<file path="config.mk">
export PLATFORM = sky130hd
export DESIGN_NAME = pc_sequencer_flat
export DESIGN_NICKNAME = d
export VERILOG_FILES = /design/src/rtl/pc_sequencer_if.sv /design/src/rtl/pc_sequencer.sv /design/src/flat_wrapper.sv
export SDC_FILE = /design/constraint.sdc
export NUM_CORES = 1
export LEC_CHECK = 0
export ABC_AREA = 1
export CAP_MARGIN = 30
export CORE_UTILIZATION = 45
export CTS_CLUSTER_DIAMETER = 200
export DETAILED_ROUTE_END_ITERATION = 10
export PLACE_DENSITY = 0.84
export RECOVER_POWER = 50
export SETUP_SLACK_MARGIN = 0.05
export SYNTH_ARGS = -nofsm -noshare
export SYNTH_HDL_FRONTEND = slang
export SYNTH_SLANG_ARGS = --single-unit
</file>
<file path="constraint.sdc">
create_clock -name CLK -period 1.8 [get_ports CLK]
set_clock_uncertainty 0.05 [all_clocks]
set_input_delay 0.36 -clock CLK [delete_from_list [all_inputs] [get_ports CLK]]
set_output_delay 0.36 -clock CLK [all_outputs]
set_load 0.1 [all_outputs]
</file>
<file path="src/rtl/pc_sequencer_if.sv">
// Fetch-control bundle between the pipeline front end and the PC sequencer.
// The master drives redirect/handshake requests, the slave returns fetch state.
interface pc_sequencer_if #(
  parameter int unsigned WIDTH = 32
);
  logic             stall;
  logic             input_flag;
  logic             output_flag;
  logic             insert;
  logic             branch_taken;
  logic [WIDTH-1:0] branch_target;
  logic             jump;
  logic [WIDTH-1:0] jump_target;
  logic             exc;
  logic             halt;
  logic [WIDTH-1:0] pc_out;
  logic [WIDTH-1:0] pc_next_seq;
  logic [WIDTH-1:0] epc;
  logic             io_wait;
  logic             io_timeout;
  logic             halted;

  modport master (
    output stall, input_flag, output_flag, insert,
    output branch_taken, branch_target, jump, jump_target,
    output exc, halt,
    input  pc_out, pc_next_seq, epc, io_wait, io_timeout, halted
  );

  modport slave (
    input  stall, input_flag, output_flag, insert,
    input  branch_taken, branch_target, jump, jump_target,
    input  exc, halt,
    output pc_out, pc_next_seq, epc, io_wait, io_timeout, halted
  );
endinterface

</file>
<file path="src/rtl/pc_sequencer.sv">
// Program-counter sequencer for the fetch stage: sequential step, redirects,
// exceptions, bounded I/O acknowledge wait with timeout trap, and halt.
module pc_sequencer #(
  parameter int unsigned      WIDTH        = 32,
  parameter int unsigned      STEP         = 4,
  parameter logic [WIDTH-1:0] RESET_VECTOR = '0,
  parameter logic [WIDTH-1:0] EXC_VECTOR   = WIDTH'(32'h0000_0080),
  parameter int unsigned      IO_TIMEOUT   = 5
) (
  input logic          CLK,
  input logic          reset,
  pc_sequencer_if.slave bus
);

  localparam int unsigned    CW       = $clog2(IO_TIMEOUT) + 1;
  localparam logic [CW-1:0]  CNT_LAST = CW'(IO_TIMEOUT - 1);

  typedef enum logic [1:0] {
    ST_RUN     = 2'd0,
    ST_IO_WAIT = 2'd1,
    ST_HALTED  = 2'd2
  } state_t;

  state_t           state_reg;
  logic [WIDTH-1:0] pc_reg;
  logic [WIDTH-1:0] epc_reg;
  logic [CW-1:0]    cnt_reg;
  logic             io_timeout_reg;

  logic [WIDTH-1:0] pc_seq_next;
  logic [WIDTH-1:0] jump_aligned;
  logic [WIDTH-1:0] branch_aligned;
  logic             io_req;
  logic             unused_bits;

  assign pc_seq_next    = pc_reg + WIDTH'(STEP);
  assign jump_aligned   = {bus.jump_target[WIDTH-1:2], 2'b00};
  assign branch_aligned = {bus.branch_target[WIDTH-1:2], 2'b00};
  assign io_req         = bus.input_flag | bus.output_flag;
  assign unused_bits    = ^{bus.jump_target[1:0], bus.branch_target[1:0]};

  always_ff @(posedge CLK) begin
    if (reset) begin
      state_reg      <= ST_RUN;
      pc_reg         <= RESET_VECTOR;
      epc_reg        <= '0;
      cnt_reg        <= '0;
      io_timeout_reg <= 1'b0;
    end else begin
      io_timeout_reg <= 1'b0;
      case (state_reg)
        ST_RUN: begin
          // Exception outranks halt so a faulting instruction is never lost.
          if (bus.exc) begin
            epc_reg <= pc_reg;
            pc_reg  <= EXC_VECTOR;
          end else if (bus.halt) begin
            state_reg <= ST_HALTED;
          end else if (bus.jump) begin
            pc_reg <= jump_aligned;
          end else if (bus.branch_taken) begin
            pc_reg <= branch_aligned;
          end else if (bus.stall) begin
            pc_reg <= pc_reg;
          end else if (io_req && !bus.insert) begin
            state_reg <= ST_IO_WAIT;
            cnt_reg   <= '0;
          end else begin
            pc_reg <= pc_seq_next;
          end
        end

        ST_IO_WAIT: begin
          // An acknowledge arriving on the expiry cycle still completes the transfer.
          if (bus.exc) begin
            epc_reg   <= pc_reg;
            pc_reg    <= EXC_VECTOR;
            state_reg <= ST_RUN;
            cnt_reg   <= '0;
          end else if (bus.insert) begin
            pc_reg    <= pc_seq_next;
            state_reg <= ST_RUN;
            cnt_reg   <= '0;
          end else if (cnt_reg == CNT_LAST) begin
            io_timeout_reg <= 1'b1;
            epc_reg        <= pc_reg;
            pc_reg         <= EXC_VECTOR;
            state_reg      <= ST_RUN;
            cnt_reg        <= '0;
          end else begin
            cnt_reg <= cnt_reg + CW'(1);
          end
        end

        ST_HALTED: begin
          state_reg <= ST_HALTED;
        end

        default: begin
          state_reg <= ST_RUN;
          cnt_reg   <= '0;
        end
      endcase
    end
  end

  assign bus.pc_out      = pc_reg;
  assign bus.pc_next_seq = pc_seq_next;
  assign bus.epc         = epc_reg;
  assign bus.io_wait     = (state_reg == ST_IO_WAIT);
  assign bus.halted      = (state_reg == ST_HALTED);
  assign bus.io_timeout  = io_timeout_reg;

endmodule

</file>
<file path="src/flat_wrapper.sv">
// flat-port wrapper written by rule: the top's interface ports become plain ports
module pc_sequencer_flat 
#(
  parameter int unsigned      WIDTH        = 32,
  parameter int unsigned      STEP         = 4,
  parameter logic [WIDTH-1:0] RESET_VECTOR = '0,
  parameter logic [WIDTH-1:0] EXC_VECTOR   = WIDTH'(32'h0000_0080),
  parameter int unsigned      IO_TIMEOUT   = 5
)
  (CLK, reset, bus_stall, bus_input_flag, bus_output_flag, bus_insert, bus_branch_taken, bus_branch_target, bus_jump, bus_jump_target, bus_exc, bus_halt, bus_pc_out, bus_pc_next_seq, bus_epc, bus_io_wait, bus_io_timeout, bus_halted);
  pc_sequencer_if #(.WIDTH(WIDTH)) bus_i ();
  input logic CLK;
  input logic reset;
  input wire logic [$bits(bus_i.stall)-1:0] bus_stall;
  input wire logic [$bits(bus_i.input_flag)-1:0] bus_input_flag;
  input wire logic [$bits(bus_i.output_flag)-1:0] bus_output_flag;
  input wire logic [$bits(bus_i.insert)-1:0] bus_insert;
  input wire logic [$bits(bus_i.branch_taken)-1:0] bus_branch_taken;
  input wire logic [$bits(bus_i.branch_target)-1:0] bus_branch_target;
  input wire logic [$bits(bus_i.jump)-1:0] bus_jump;
  input wire logic [$bits(bus_i.jump_target)-1:0] bus_jump_target;
  input wire logic [$bits(bus_i.exc)-1:0] bus_exc;
  input wire logic [$bits(bus_i.halt)-1:0] bus_halt;
  output wire logic [$bits(bus_i.pc_out)-1:0] bus_pc_out;
  output wire logic [$bits(bus_i.pc_next_seq)-1:0] bus_pc_next_seq;
  output wire logic [$bits(bus_i.epc)-1:0] bus_epc;
  output wire logic [$bits(bus_i.io_wait)-1:0] bus_io_wait;
  output wire logic [$bits(bus_i.io_timeout)-1:0] bus_io_timeout;
  output wire logic [$bits(bus_i.halted)-1:0] bus_halted;
  assign bus_i.stall = bus_stall;
  assign bus_i.input_flag = bus_input_flag;
  assign bus_i.output_flag = bus_output_flag;
  assign bus_i.insert = bus_insert;
  assign bus_i.branch_taken = bus_branch_taken;
  assign bus_i.branch_target = bus_branch_target;
  assign bus_i.jump = bus_jump;
  assign bus_i.jump_target = bus_jump_target;
  assign bus_i.exc = bus_exc;
  assign bus_i.halt = bus_halt;
  assign bus_pc_out = bus_i.pc_out;
  assign bus_pc_next_seq = bus_i.pc_next_seq;
  assign bus_epc = bus_i.epc;
  assign bus_io_wait = bus_i.io_wait;
  assign bus_io_timeout = bus_i.io_timeout;
  assign bus_halted = bus_i.halted;
  pc_sequencer #(.WIDTH(WIDTH), .STEP(STEP), .RESET_VECTOR(RESET_VECTOR), .EXC_VECTOR(EXC_VECTOR), .IO_TIMEOUT(IO_TIMEOUT)) u_core (.CLK(CLK), .reset(reset), .bus(bus_i));
endmodule
</file>
==> results of run 1 <==
==> per-stage QoR <==
step	std cells	util, %
2_1_floorplan	728	-
3_3_place_gp	1069	84.9
4_1_cts	1127	95.0
3_5_place_dp	1069	84.9
==> layer usage <==
layer	overflow	global-route usage, %
met5	0	18.8
met3	0	61.8
met4	2	75.3
met1	0	77.5
met2	2	91.0
==> cells by family after synthesis <==
group | after synthesis
flip-flops | 67
other | 1
adder cells (fa/ha/maj) | 3
AND/OR/NAND/NOR | 346
buffers and inverters | 117
AO/OA/AOI/OAI | 174
XOR/XNOR | 15
==> repair_timing <==
action | CTS
setup endpoints to repair | 88
cloned | 2
setup buffers | 42
gates resized for setup | 99
pin swaps | 51
==> reports/results.txt, run 1 <==
Cell variety after synth: 37
Max clock buf depth: 2
outcome: did not finish
register area share after synthesis: 29.9%
most frequent cell after synthesis: nand2_1
fraction of the mapped netlist area in adder cells: 0.836%
clock sink total: 67
post-synthesis mux area share: 0%
Run Error: [ERROR GRT-0116] Global routing finished with congestion. Check the congestion regions in the DRC Viewer.
Seq cells post-synth: 67
Post-Synth Simple-Gate Area: 33.4%
Tot GR Track Use: 75.9%
main combinational cell family by area after synthesis: simple AND/OR/NAND/NOR gates
Starting Density: 46.1%
first-pass GRT wire length: 56.9 mm
H-Tree Level Count: 3
largest net degree at the start of global routing: 60
total clock buffers created by CTS: 9
vias in the first global route: 8722
XOR/XNOR Fraction of Synth Area: 4.10%
Synth top cells by count: 180 x nand2_1, 100 x nor2_1, 85 x a21oi_1
gpl congestion: 0.905
compound-gate portion of the synthesized area: 19.9%
number of synthesized flops with an enable pin: 0
Failed at: global routing (5_1_grt)
HPWL reported at the end of detailed placement: 14.4 mm
die width: 102 µm
top cells by area, synth: dfxtp_1 30%, nand2_1 15%, a21oi_1 9.5%, o21ai_0 8.7%, nor2_1 8.4%
Synth Warn #: 0
post-synth top area share: 29.9%
Mapped Avg Cell Area: 6.21 µm²
CTS Hold Bufs: 0
Die H: 102 µm
dominant synthesized flop cell: dfxtp_1
DP Worst Slack: -0.402 ns
leading area contributor after synthesis: dfxtp_1
synthesized cell area: 4490 µm²
port bufs: 162
Cells after Synth: 723
Placement Cell Area: 8260 µm²
clock root buffer: clkbuf_8
FP Rows: 36
Post-synth ARST share: 0%
gr ovfl total: 4
io pins: 173
==> run 2: changes to the inputs <==
- CORE_UTILIZATION: 45 -> 35
- CTS_CLUSTER_DIAMETER: 200 -> unset
- PLACE_DENSITY: 0.84 -> unset
- PLACE_DENSITY_LB_ADDON: unset -> 0.15
- SETUP_SLACK_MARGIN: 0.05 -> unset
==> run 2 against run 1 <==
The flow now finishes, with violations (setup timing). Synthesized area is the same. Synthesized cell count unchanged.
==> reports/results.txt, run 2 <==
Tot GR Track Use: 27.5%
most frequent cells in the layout: 125 x nand2_1, 93 x buf_4, 87 x nor2_1, 74 x a21oi_1, 72 x o21ai_0
Pwr Total: 9.86 mW
leading area contributor after synthesis: dfxtp_1 (unchanged)
first-pass GRT wire length: 28.3 mm
H-Tree Level Count: 3 (unchanged)
core area: 12600 µm²
port bufs: 162 (unchanged)
area growth from synthesis to layout: 99.3%
clock sink total: 67 (unchanged)
Cell variety after synth: 37 (unchanged)
total clock buffers created by CTS: 9 (unchanged)
DRT Wirelength: 19.3 mm
max-cap violations: 0
TritonCTS clock tree: done
number of detailed-route iterations in the first pass: 5
total die area: 13300 µm²
crit-path max FO: 6
Final Hold Violating Endpoints: 0
fraction of the mapped netlist area in adder cells: 0.836% (unchanged)
top cells by area, synth: dfxtp_1 30%, nand2_1 15%, a21oi_1 9.5%, o21ai_0 8.7%, nor2_1 8.4% (unchanged)
outcome: finished, violations left (was did not finish)
maximum vdd drop: 657 µV
number of synthesized flops with an enable pin: 0 (unchanged)
failing checks: setup timing
Post-Synth Simple-Gate Area: 33.4% (unchanged)
Die H: 115 µm (was 102 µm)
clock root buffer: clkbuf_16 (was clkbuf_8)
Cells after Synth: 723 (unchanged)
Max clock buf depth: 2 (unchanged)
Synth Warn #: 0 (unchanged)
share of post-route cells with drive strength above 1: 43.2%
final period utilization: 128%
gpl congestion: 0.884 (was 0.905)
post-synth top area share: 29.9% (unchanged)
Worst Path Arrival: 1.90 ns
vias per cell: 5.04
critical path type: register to output port
Achievable Freq: 0.433 GHz
HPWL reported at the end of detailed placement: 13.1 mm (was 14.4 mm)
main combinational cell family by area after synthesis: simple AND/OR/NAND/NOR gates (unchanged)
CP required: 1.39 ns
Synth top cells by count: 180 x nand2_1, 100 x nor2_1, 85 x a21oi_1 (unchanged)
gr ovfl total: 0
Final Instance Area: 8950 µm²
antenna violations before repair: 0
largest net degree at the start of global routing: 44
post-route insts no fill: 1173
final core utilization: 71.2%
FP Rows: 41 (was 36)
Reg clk slew, reported paths: 0.06 ns
CP Launch Type: register
WL per Instance: 16.4 µm
Inserted Diodes: 0
io pins: 173 (unchanged)
worst skew pair latency: 0.34 ns
DP Worst Slack: -0.306 ns (was -0.402 ns)
die width: 115 µm (was 102 µm)
fin nets: 1073
vias in the first global route: 5737
DRC: 0
Worst Setup Slack, final: -0.512 ns
Placement Cell Area: 8430 µm² (was 8260 µm²)
compound-gate portion of the synthesized area: 19.9% (unchanged)
worst-margin pin slew: 0.584 ns
Setup violations, final: 42
Inst Count DP: 1121 (was 1069)
post-synthesis mux area share: 0% (unchanged)
Final Max Slew Viols: 0
via count: 5909
Starting Density: 35.7% (was 46.1%)
worst hold-check path type: register to register
dominant synthesized flop cell: dfxtp_1 (unchanged)
RSZ-0062 raised after global routing: true
drt first-iter violations: 380
crit path capture type: output port
XOR/XNOR Fraction of Synth Area: 4.10% (unchanged)
Seq cells post-synth: 67 (unchanged)
Post-synth ARST share: 0% (unchanged)
register area share after synthesis: 29.9% (unchanged)
most frequent cell after synthesis: nand2_1 (unchanged)
pwr dens: 1100 nW/µm²
Final ANT Viol Nets: 0
synthesized cell area: 4490 µm² (unchanged)
Mapped Avg Cell Area: 6.21 µm² (unchanged)
leak pwr: 3.85 nW
commonest non-fill, non-tap cell in the layout: nand2_1
Slew HR: 61.2%
min Tclk post-route: 2.31 ns
==> run 2: cell counts after synthesis <==
No cell type changed its count.
==> run 2: what timing repair did <==
action,4_1_cts,5_1_grt
setup buffers,19,25
endpoints found under the setup margin,69,72
hold buffers,0,0
pin swaps,37,62
endpoints found under the hold margin,0,0
resized for setup,67,75
cloned,0,0
==> run 2: logic make-up (layout without fill, tap and decap cells) <==
| group | count (synthesis) | after routing |
|---|---|---|
| buffers and inverters | 117 | 390 |
| adders and majority gates | 3 | 3 |
| and+or+nand+nor | 346 | 346 |
| other | 1 | 6 |
| xor gates and xnor gates | 15 | 15 |
| AOI/OAI and AO/OA | 174 | 174 |
| DFF | 67 | 67 |
==> run 2: stage by stage <==
stage | hold slack, ns | TNS, ns
floorplan | 0.374 | -24.61
global placement | 0.413 | -14.49
detailed placement | 0.422 | -16.90
CTS | 0.432 | -10.64
global route | 0.414 | -16.05
finish | 0.394 | -12.08
==> run 2: final cells by class <==
| cell class | instances | area (µm²) |
|---|---|---|
| fillers | 900 | 3620 |
| multi-input cells | 544 | 3560 |
| repair buffers | 296 | 3080 |
| flip-flops and latches | 67 | 1440 |
| clock buffers | 14 | 329 |
| inverters | 78 | 309 |
| well taps | 172 | 215 |
| clock inverters | 2 | 17.5 |
==> run 2: final timing paths <==
path	endpoint	slack (ns)	cells after the start	from
min	u_core.bus.epc[30]	0.39	2	u_core.bus.epc[30]
max	bus_pc_next_seq[30]	-0.51	8	u_core.bus.pc_out[20]
max reg2reg	u_core.bus.pc_out[16]	-0.15	13	u_core.bus.pc_out[2]
min reg2reg	u_core.bus.epc[30]	0.39	2	u_core.bus.epc[30]
==> run 2: where the power goes <==
part | switching [mW] | leakage (nW) | internal [mW] | total [mW]
Sequential | 0.235 | 0.571 | 1.76 | 2.00
Combinational | 4.06 | 3.11 | 1.79 | 5.85
Clock | 0.730 | 0.170 | 1.28 | 2.01
==> run 2: layer usage <==
metal	global-route usage, %	part of all wire [%]	up-vias
li1	-	-	2841
met5	0	0	-
met3	5.48	6.1	42
met2	47.6	49	269
met1	33.7	42	2757
met4	10.3	2.5	0
==> run 2: worst max-delay path: stages, from the launching register on <==
cell and delay [ns]:
dfxtp_4 0.39, nand2_1 0.10, nor2_1 0.19, nand2_1 0.11
nor2_1 0.32, nand2_2 0.12, nand2_4 0.11, nand2_8 0.06
buf_12 0.16
Power figures use the tool's default switching activity.
